[src/rtl/bus_xfer_pkg.sv]
// bus_xfer_pkg: shared state encoding and default width for the bus transfer sequencer.
package bus_xfer_pkg;
    localparam int DW_DEF = 8;
    typedef enum logic [2:0] {IDLE, READ, WRITE, INCR, DONE} state_t;
endpackage

[src/rtl/bus_src_mux.sv]
// bus_src_mux: NREG:1 DW-bit source select; an index with no register behind it yields zero.
module bus_src_mux
    import bus_xfer_pkg::*;
#(
    parameter int NREG = 8,
    parameter int DW = DW_DEF,
    localparam int SELW = $clog2(NREG)
) (
    input  logic [SELW-1:0]    i_sel,
    input  logic [NREG*DW-1:0] i_data,
    output logic [DW-1:0]      o_data
);
    always_comb begin
        o_data = '0;
        for (int i = 0; i < NREG; i++)
            if (int'(i_sel) == i) o_data = i_data[i*DW +: DW];
    end
endmodule

[src/rtl/bus_xfer_ctrl.sv]
// bus_xfer_ctrl: reads one register onto BusOut, then pulses Wen (and optionally INC) into another.
module bus_xfer_ctrl
    import bus_xfer_pkg::*;
#(
    parameter int NREG = 8,
    parameter int DW = DW_DEF,
    localparam int SELW = $clog2(NREG)
) (
    input  logic               Clk,
    input  logic               RST,
    input  logic               start,
    input  logic [SELW-1:0]    src_sel,
    input  logic [SELW-1:0]    dst_sel,
    input  logic               inc_dst,
    input  logic [NREG*DW-1:0] reg_dout,
    output logic [DW-1:0]      BusOut,
    output logic [NREG-1:0]    Wen,
    output logic [NREG-1:0]    INC,
    output logic               busy,
    output logic               done,
    output logic               err
);
    state_t            r_state, w_next;
    logic [SELW-1:0]   r_src, r_dst;
    logic              r_inc, r_oor;
    logic [DW-1:0]     r_bus, w_mux;
    logic [NREG-1:0]   w_hot;
    logic              w_oor;

    assign w_oor  = int'(src_sel) >= NREG || int'(dst_sel) >= NREG;
    assign w_hot  = r_oor ? '0 : {{(NREG-1){1'b0}}, 1'b1} << r_dst;
    assign BusOut = r_bus;

    bus_src_mux #(.NREG(NREG), .DW(DW)) u_mux (
        .i_sel  (r_src),
        .i_data (reg_dout),
        .o_data (w_mux)
    );

    always_ff @(posedge Clk or negedge RST)
        if (!RST) r_state <= IDLE;
        else r_state <= w_next;

    // Outputs decode only registered state so Wen/INC never glitch toward the register file.
    always_comb begin
        w_next = r_state;
        Wen = '0;
        INC = '0;
        busy = 1'b1;
        done = 1'b0;
        err = 1'b0;
        case (r_state)
            IDLE: begin
                busy = 1'b0;
                w_next = start ? READ : IDLE;
            end
            READ: w_next = WRITE;
            WRITE: begin
                Wen = w_hot;
                w_next = r_inc ? INCR : DONE;
            end
            INCR: begin
                INC = w_hot;
                w_next = DONE;
            end
            DONE: begin
                done = 1'b1;
                err = r_oor;
                w_next = IDLE;
            end
            default: w_next = IDLE;
        endcase
    end

    always_ff @(posedge Clk or negedge RST)
        if (!RST) begin
            r_src <= '0;
            r_dst <= '0;
            r_inc <= 1'b0;
            r_oor <= 1'b0;
            r_bus <= '0;
        end else begin
            if (r_state == IDLE && start) begin
                r_src <= src_sel;
                r_dst <= dst_sel;
                r_inc <= inc_dst;
                r_oor <= w_oor;
            end
            if (r_state == READ) r_bus <= r_oor ? '0 : w_mux;
        end
endmodule
[config.mk]
export PLATFORM = sky130hd
export DESIGN_NAME = bus_xfer_ctrl
export DESIGN_NICKNAME = d
export VERILOG_FILES = /design/src/rtl/bus_xfer_pkg.sv /design/src/rtl/bus_src_mux.sv /design/src/rtl/bus_xfer_ctrl.sv
export SDC_FILE = /design/constraint.sdc
export NUM_CORES = 1
export LEC_CHECK = 0
export CAP_MARGIN = 20
export CORE_UTILIZATION = 35
export DETAILED_ROUTE_END_ITERATION = 12
export GPL_ROUTABILITY_DRIVEN = 0
export PLACE_DENSITY = 0.82
export SYNTH_ARGS = -nofsm -noshare
export SYNTH_HDL_FRONTEND = slang
export SYNTH_HIERARCHICAL = 1
export SYNTH_SLANG_ARGS = --single-unit
[constraint.sdc]
create_clock -name Clk -period 2 [get_ports Clk]
set_input_delay 0.4 -clock Clk [delete_from_list [all_inputs] [get_ports Clk]]
set_output_delay 0.4 -clock Clk [all_outputs]
set_load 0.01 [all_outputs]
==> results of run 1 <==
## metrics by stage
stage	hold WS, ns	std cells	utilization
2_1_floorplan	0.104	101	-
3_3_place_gp	0.493	248	0.621
3_5_place_dp	0.499	248	0.621
4_1_cts	0.476	254	0.643
5_1_grt	0.499	255	0.638
6_report	0.468	255	0.638
## Yosys cell counts, drive strengths merged
master,instances
nand4b,1
nor4b,1
nand2,1
or4b,1
a21oi,1
nand2b,3
nor2b,1
mux2,23
nor2,12
or3,1
mux2i,1
nor3,5
mux4,16
nand3b,1
conb,1
nand4bb,2
nor3b,3
dfrtp,18
clkbuf,1
buf,8
## worst min-delay path by stage
stage                    from        end  cells past startpoint
floorplan                 RST  BusOut[0]                      0
global placement    BusOut[6]  BusOut[6]                      1
detailed placement  BusOut[3]  BusOut[3]                      1
CTS                       RST  BusOut[6]                      2
global route              RST  BusOut[6]                      2
finish                    RST  BusOut[0]                      2
## flip-flops by register name, indices dropped and copies added (netlist names)
signal / cells
r_state: 3
r_src: 3
r_inc: 1
r_dst: 3
BusOut: 8
## cell families (layout without fill, tap and decap cells)
logic type	after synthesis	in the layout	share of synthesized area
AOI/OAI and AO/OA	1	1	0.00345
buffers and inverters	9	113	0.0587
DFF	18	18	0.311
muxes	40	40	0.473
other	1	1	0.00259
and+or+nand+nor	32	32	0.152
## layer usage
layer,up-vias,share of wire,track usage
met5,-,0,0
met4,0,0.028,0.117
met3,14,0.035,0.0431
met2,38,0.61,0.463
met1,672,0.33,0.197
li1,611,-,-
## repair_timing
item,in CTS,in global routing
setup endpoints to repair,18,9
setup buffers,2,1
resized for setup,27,15
## report_power, final
| group | switching (mW) | leakage (nW) | internal [mW] |
|---|---|---|---|
| clock | 0.129 | 0.0288 | 0.175 |
| sequential | 0.238 | 0.215 | 0.550 |
| combinational | 0.615 | 0.805 | 1.13 |
| total | 0.982 | 1.05 | 1.85 |
## final cells by class
cell class,count,area [sq um],share of cell area
flip-flops and latches,18,450,0.176
repair buffers,109,1030,0.404
multi-input cells,74,952,0.373
clock buffers,4,55.1,0.0216
well taps,50,62.6,0.0245
## critical path, cell delays in order, from the launching register on
cell      delay (ns)
dfrtp_1         0.41
buf_6           0.16
nand4b_1        0.24
buf_4           0.19
nor3_1          0.12
buf_2           0.16
==> impl_metrics.env, run 1 <==
export IMPL_worstPathArrival_ns=1.53
export IMPL_clk_pin_slew_ns=0.07
export IMPL_fp_dieH_microns=66.4
export IMPL_seq_area_frac_synth=0.311
export IMPL_power_density_mw_per_mm2=1110
export IMPL_core_area_sq_mm=0.00400
export IMPL_synthTopCellsByArea="dfrtp_1, mux4_1, mux2_2"
export IMPL_dieArea_sq_mm=0.00440
export IMPL_layout_min_cycle_time_ns=1.93
export IMPL_vias=1335
export IMPL_ys_seq_elements=18
export IMPL_peakVddDrop_uv=615
export IMPL_start_kind="register"
export IMPL_crit_start="r_state[2]"
export IMPL_yosysWarnings=6
export IMPL_grt_max_degree=19
export IMPL_worstHoldPathType="in -> async"
export IMPL_cp_required_ns=1.60
export IMPL_rows=23
export IMPL_cts_sinks=18
export IMPL_drtIter0Drc=42
export IMPL_synth_distinct_cells=27
export IMPL_layout_commonest_cell="clkdlybuf4s50_1"
export IMPL_reg2reg_from="r_src[2]"
export IMPL_avgViaCountPerCell=5.24
export IMPL_syn_inst=101
export IMPL_finalWorstSetupSlack_ns=0.0669
export IMPL_hpwl_microns=3760
export IMPL_ioPinCount=101
export IMPL_crit_type="reg -> out"
export IMPL_r2r_end="BusOut[4]"
export IMPL_place_ws_ns=-0.0248
export IMPL_hold_viol_final=0
export IMPL_ant_nets=0
export IMPL_initial_core_util=0.363
export IMPL_cp_end_kind="output port"
export IMPL_rrSetupSlack_ns=0.18
export IMPL_clock_latency_ns=0.26
export IMPL_grt_pass1_wl_microns=6970
export IMPL_max_freq_ghz=0.517
export IMPL_final_nets=280
export IMPL_status="complete, no violations"
export IMPL_nFillCells=297
export IMPL_portBuffers=99
export IMPL_max_cap_viol_count=0
export IMPL_grt_util_all_layers=0.224
export IMPL_cts_root_buf="clkbuf_8"
export IMPL_avgSynthCellArea_sq_um=14.4
export IMPL_fin_tns_setup_ns=0
export IMPL_finalInstanceArea_sq_mm=0.00255
export IMPL_cts_tree="built"
export IMPL_wl_per_cell_microns=18.2
export IMPL_htree_num_levels=1
export IMPL_final_cell_mix="clkdlybuf4s50_1, mux2_2, dfrtp_1"
export IMPL_period_share=0.967
export IMPL_maxSlewViolCount=0
export IMPL_netlist_area_sq_mm=0.00145
export IMPL_critPathCapture="INC[4]"
export IMPL_rsz0062_at_grt="false"
export IMPL_finalSetupViolCount=0
export IMPL_wirelength_microns=4640
export IMPL_numCtsBuffers=3
export IMPL_place_area_sq_mm=0.00248
export IMPL_drc=0
export IMPL_cp_max_fo=10
export IMPL_clock_path_buffers=2
export IMPL_grt_pass1_vias=1376
export IMPL_drive_above_1_share=0.259
export IMPL_die_w_microns=66.4
export IMPL_grt_overflow_total=0
export IMPL_yosys_area_top_type="dfrtp_1"
export IMPL_clock_skew_final_ns=0.00590
export IMPL_rr_worst_depth=3
export IMPL_slew_headroom=0.580
export IMPL_worstMarginPinSlew_ns=0.631
export IMPL_postSynthNetCount=175
export IMPL_antenna_found_initial=0
export IMPL_dr_pass1_iters=4
export IMPL_area_growth_pct=76.0
export IMPL_synth_top_area_frac=0.311
export IMPL_total_power_mw=2.83
export IMPL_diodes=0
export IMPL_holdBufCountCts=0
export IMPL_p_leak_nw=1.05
(Power assumes the default switching activity.)
==> inputs of run 2 (changes only) <==
--- a/config.mk
+++ b/config.mk
@@ -6,10 +6,11 @@
 export NUM_CORES = 1
 export LEC_CHECK = 0
 export CAP_MARGIN = 20
-export CORE_UTILIZATION = 35
+export CORE_MARGIN = 3
+export CORE_UTILIZATION = 38
 export DETAILED_ROUTE_END_ITERATION = 12
 export GPL_ROUTABILITY_DRIVEN = 0
-export PLACE_DENSITY = 0.82
+export PLACE_DENSITY = 0.88
 export SYNTH_ARGS = -nofsm -noshare
 export SYNTH_HDL_FRONTEND = slang
 export SYNTH_HIERARCHICAL = 1
==> constraint.sdc (replaced) <==
create_clock -name Clk -period 2.29 [get_ports Clk]
set_input_delay 0.458 -clock Clk [delete_from_list [all_inputs] [get_ports Clk]]
set_output_delay 0.458 -clock Clk [all_outputs]
set_load 0.01 [all_outputs]
==> impl_metrics.env, run 2 (synthesis gave the netlist of run 1 again) <==
export IMPL_status="complete, no violations"
export IMPL_place_ws_ns=0.230
export IMPL_grt_util_all_layers=0.225
export IMPL_holdBufCountCts=0
export IMPL_cts_root_buf="clkbuf_8"
export IMPL_grt_pass1_vias=1451
export IMPL_die_w_microns=67.8
export IMPL_clock_path_buffers=2
export IMPL_hold_viol_final=0
export IMPL_place_area_sq_mm=0.00245
export IMPL_ant_nets=0
export IMPL_pwr_share_clk=0.093
export IMPL_worstPathArrival_ns=1.72
export IMPL_drtIter0Drc=44
export IMPL_slew_headroom=0.457
export IMPL_seqPwrFrac=0.283
export IMPL_initial_core_util=0.415
export IMPL_ioPinCount=101
export IMPL_p_leak_nw=1.12
export IMPL_grt_pass1_wl_microns=7300
export IMPL_worstMarginPinSlew_ns=0.812
export IMPL_nFillCells=230
export IMPL_cp_end_kind="output port"
export IMPL_antenna_found_initial=0
export IMPL_total_power_mw=2.43
export IMPL_cts_sinks=18
export IMPL_largest_reg_flops=8
export IMPL_portBuffers=99
export IMPL_rsz0062_at_grt="false"
export IMPL_layout_min_cycle_time_ns=2.18
export IMPL_maxSlewViolCount=0
export IMPL_power_density_mw_per_mm2=955
export IMPL_fp_dieH_microns=67.8
export IMPL_period_share=0.951
export IMPL_pwr_share_comb=0.623
export IMPL_clock_skew_final_ns=0.00943
export IMPL_final_util=0.729
export IMPL_core_area_sq_mm=0.00349
export IMPL_clock_latency_ns=0.26
export IMPL_hpwl_microns=4020
export IMPL_cp_required_ns=1.83
export IMPL_grt_overflow_total=0
export IMPL_switching_power_mw=0.866
export IMPL_htree_num_levels=1
export IMPL_peakVddDrop_uv=731
export IMPL_rows=21
export IMPL_drc=0
export IMPL_finalSetupViolCount=0
export IMPL_cp_max_fo=5
export IMPL_diodes=0
export IMPL_numCtsBuffers=3
export IMPL_final_cell_mix="clkdlybuf4s50_1, mux2_2, dfrtp_1"
export IMPL_worstHoldPathType="reg -> reg"
export IMPL_switching_share=0.356
export IMPL_crit_type="reg -> out"
export IMPL_whs_ns=0.515
export IMPL_cts_tree="built"
export IMPL_finalWorstSetupSlack_ns=0.112
export IMPL_dieArea_sq_mm=0.00459
export IMPL_wirelength_microns=4990
export IMPL_layout_commonest_cell="clkdlybuf4s50_1"
export IMPL_area_growth_pct=75.7
export IMPL_final_nets=277
export IMPL_grt_max_degree=19
export IMPL_p_int_mw=1.57
export IMPL_start_kind="register"
export IMPL_drive_above_1_share=0.204
export IMPL_dp_cells=242
export IMPL_max_freq_ghz=0.459
export IMPL_dr_pass1_iters=4
export IMPL_vias=1290
export IMPL_fin_tns_setup_ns=0
export IMPL_clk_pin_slew_ns=0.07
export IMPL_wl_per_cell_microns=20.2
export IMPL_finalNonFillerCells=247
export IMPL_avgViaCountPerCell=5.22
export IMPL_max_cap_viol_count=0
export IMPL_finalInstanceArea_sq_mm=0.00255
[run 2: cell types whose count changed in the layout (fill, tap and decap cells not counted), moves of 2 or more]
cell	change
clkbuf_2	-6
dlymetal6s2s_1	+6
clkdlybuf4s50_1	+5
buf_2	-2
clkdlybuf4s15_1	-2
[run 2: final timing paths]
check | from | end | slack [ns] | cells after the start
max reg2reg | r_src[2] | BusOut[2] | 0.47 | 3
max | r_dst[2] | Wen[2] | 0.11 | 3
min in group asynchronous | RST | BusOut[3] | 0.66 | 1
min | BusOut[5] | BusOut[5] | 0.51 | 1
max in group asynchronous | RST | r_dst[2] | 1.06 | 1
min reg2reg | BusOut[5] | BusOut[5] | 0.51 | 1
[run 2: routing by layer]
metal  GRT usage  vias up  part of all wire
li1            -      603                 -
met1       0.226      636              0.34
met2       0.436       34              0.59
met3      0.0499       17             0.031
met4      0.0943        0             0.037
met5           0        -                 0
[run 2: cell type report]
class,instances,area (sq um),area share
clock buffer,3,41.3,0.0162
sequential,18,452,0.177
tap,46,57.6,0.0226
timing repair buffer,106,1050,0.412
multi-input combinational,74,947,0.372
[run 2: critical path: stages, from the launching register on]
cell and delay, ns:
dfrtp_2 0.44, or4b_4 0.53, nor2_1 0.19, dlygate4sd2_1 0.29
[run 2: power groups by stage]
stage	logic (mW)	clock network, mW	registers, mW
2_1_floorplan	1.02	0	0.636
3_3_place_gp	1.43	0	0.666
6_report	1.52	0.227	0.690
4_1_cts	1.49	0.221	0.686
5_1_grt	1.62	0.246	0.722
3_5_place_dp	1.48	0	0.681
[run 2: repair_timing]
item                                    in CTS  in global routing
endpoints found under the setup margin       9                  9
buffers inserted                             0                  2
gates resized for setup                      9                  7
==> inputs of run 3 (changes only) <==
--- a/config.mk
+++ b/config.mk
@@ -10,7 +10,7 @@
 export CORE_UTILIZATION = 38
 export DETAILED_ROUTE_END_ITERATION = 12
 export GPL_ROUTABILITY_DRIVEN = 0
-export PLACE_DENSITY = 0.88
+export PLACE_DENSITY = 0.85
 export SYNTH_ARGS = -nofsm -noshare
 export SYNTH_HDL_FRONTEND = slang
 export SYNTH_HIERARCHICAL = 1
==> impl_metrics.env, run 3 (synthesis gave the netlist of run 1 again) <==
export IMPL_rsz0062_at_grt="false"
export IMPL_grt_max_degree=19
export IMPL_vias=1300
export IMPL_holdPathEnd="BusOut[1]"
export IMPL_nFillCells=231
export IMPL_crit_chain="buf_4 > nand4bb_4 > nor2_1 > clkdlybuf4s50_1"
export IMPL_hold_viol_final=0
export IMPL_htree_num_levels=1
export IMPL_switching_share=0.342
export IMPL_rr_worst_depth=4
export IMPL_drive_above_1_share=0.212
export IMPL_rows=21
export IMPL_wl_per_cell_microns=18.4
export IMPL_avgViaCountPerCell=5.22
export IMPL_seqPwrFrac=0.279
export IMPL_initial_core_util=0.415
export IMPL_drtIter0Drc=42
export IMPL_period_share=0.976
export IMPL_grt_overflow_total=0
export IMPL_clk_pin_slew_ns=0.07
export IMPL_min_from="BusOut[1]"
export IMPL_grt_pass1_wl_microns=6980
export IMPL_switching_power_mw=0.847
export IMPL_final_cell_mix="clkdlybuf4s50_1, mux2_2, dfrtp_1"
export IMPL_whs_ns=0.508
export IMPL_ant_nets=0
export IMPL_place_ws_ns=0.205
export IMPL_rrSetupSlack_ns=0.46
export IMPL_hpwl_microns=3810
export IMPL_layout_min_cycle_time_ns=2.24
export IMPL_p_int_mw=1.63
export IMPL_core_area_sq_mm=0.00349
export IMPL_cts_tree="built"
export IMPL_ioPinCount=101
export IMPL_fin_tns_setup_ns=0
export IMPL_clock_path_buffers=2
export IMPL_finalNonFillerCells=249
export IMPL_wirelength_microns=4580
export IMPL_largest_reg_flops=8
export IMPL_met3_usage=0.0399
export IMPL_power_density_mw_per_mm2=959
export IMPL_grt_util_all_layers=0.210
export IMPL_status="complete, no violations"
export IMPL_pwr_share_clk=0.101
export IMPL_clock_latency_ns=0.25
export IMPL_dr_pass1_iters=4
export IMPL_peakVddDrop_uv=788
export IMPL_clock_skew_final_ns=0.00463
export IMPL_cpPeakStageDelay_ns=0.57
export IMPL_slew_headroom=0.604
export IMPL_path_delay_family="buffers and inverters"
export IMPL_start_kind="register"
export IMPL_grt_busiest_layer="met2"
export IMPL_p_leak_nw=1.11
export IMPL_cp_end_kind="output port"
export IMPL_fp_dieH_microns=67.8
export IMPL_area_growth_pct=78.0
export IMPL_cp_max_fo=10
export IMPL_cts_root_buf="clkbuf_8"
export IMPL_grtUsageMet2=0.426
export IMPL_antenna_found_initial=0
export IMPL_worstPathArrival_ns=1.78
export IMPL_pwr_share_comb=0.620
export IMPL_reg2reg_from="r_src[1]"
export IMPL_worstMarginPinSlew_ns=0.593
export IMPL_total_power_mw=2.47
export IMPL_finalSetupViolCount=0
export IMPL_cp_required_ns=1.83
export IMPL_grt_pass1_vias=1398
export IMPL_dp_cells=242
export IMPL_worstHoldPathType="reg -> reg"
export IMPL_final_util=0.739
export IMPL_finalWorstSetupSlack_ns=0.0540
export IMPL_dieArea_sq_mm=0.00459
export IMPL_layout_commonest_cell="clkdlybuf4s50_1"
export IMPL_crit_buf_inv=2
export IMPL_seqCellArea_sq_um=450
export IMPL_max_cap_viol_count=0
export IMPL_drc=0
export IMPL_finalInstanceArea_sq_mm=0.00258
export IMPL_die_w_microns=67.8
export IMPL_holdBufCountCts=0
export IMPL_place_area_sq_mm=0.00246
export IMPL_multi_input_area_sq_um=950
export IMPL_maxSlewViolCount=0
export IMPL_final_nets=278
export IMPL_hold_depth=1
export IMPL_r2r_end="BusOut[3]"
export IMPL_cp_slowest_cell="clkdlybuf4s50_1"
export IMPL_numCtsBuffers=3
export IMPL_max_freq_ghz=0.447
export IMPL_portBuffers=99
export IMPL_diodes=0
export IMPL_met1_usage=0.219
export IMPL_crit_type="reg -> out"
export IMPL_cts_sinks=18
## run 3: how the worst max path moves through the flow
stage               start        end  slack [ns]  cells after the start
2_1_floorplan    r_src[1]  BusOut[1]        0.54                      5
3_3_place_gp   r_state[0]     Wen[0]        0.22                      3
3_5_place_dp   r_state[0]     Wen[0]        0.21                      3
4_1_cts        r_state[2]     INC[5]        0.02                      4
5_1_grt        r_state[0]     Wen[0]        0.01                      4
6_report       r_state[2]     INC[3]        0.05                      4
## run 3: per-layer routing
| metal | up-vias | wire length (microns) | share of wire |
|---|---|---|---|
| met4 | 0 | 100 | 0.022 |
| met5 | - | 0 | 0 |
| met1 | 649 | 1540 | 0.34 |
| met2 | 30 | 2800 | 0.61 |
| met3 | 8 | 149 | 0.033 |
| li1 | 613 | - | - |
## run 3: final cells by class
class                           count  share of cell area
Clock buffer                        4              0.0213
Tap cell                           46              0.0223
Multi-Input combinational cell     74               0.368
Sequential cell                    18               0.175
Timing Repair Buffer              107               0.414
## run 3: what timing repair did
item | in CTS | in global routing
resized for setup | 8 | 6
endpoints found under the setup margin | 8 | 8
buffers inserted | 0 | 3
pin swaps | 1 | 0
## run 3: worst register-to-register path, stage by stage, from the launching register on
cell and delay (ns):
dfrtp_1 0.41, buf_12 0.18, mux4_1 0.56, mux2_2 0.29
mux2_2 0.27
## run 3: power by group through the flow
stage	Combinational [mW]	Sequential, mW	Clock [mW]
2_1_floorplan	1.02	0.636	0
3_3_place_gp	1.44	0.678	0
3_5_place_dp	1.47	0.691	0
4_1_cts	1.51	0.692	0.260
5_1_grt	1.64	0.728	0.271
6_report	1.53	0.690	0.251
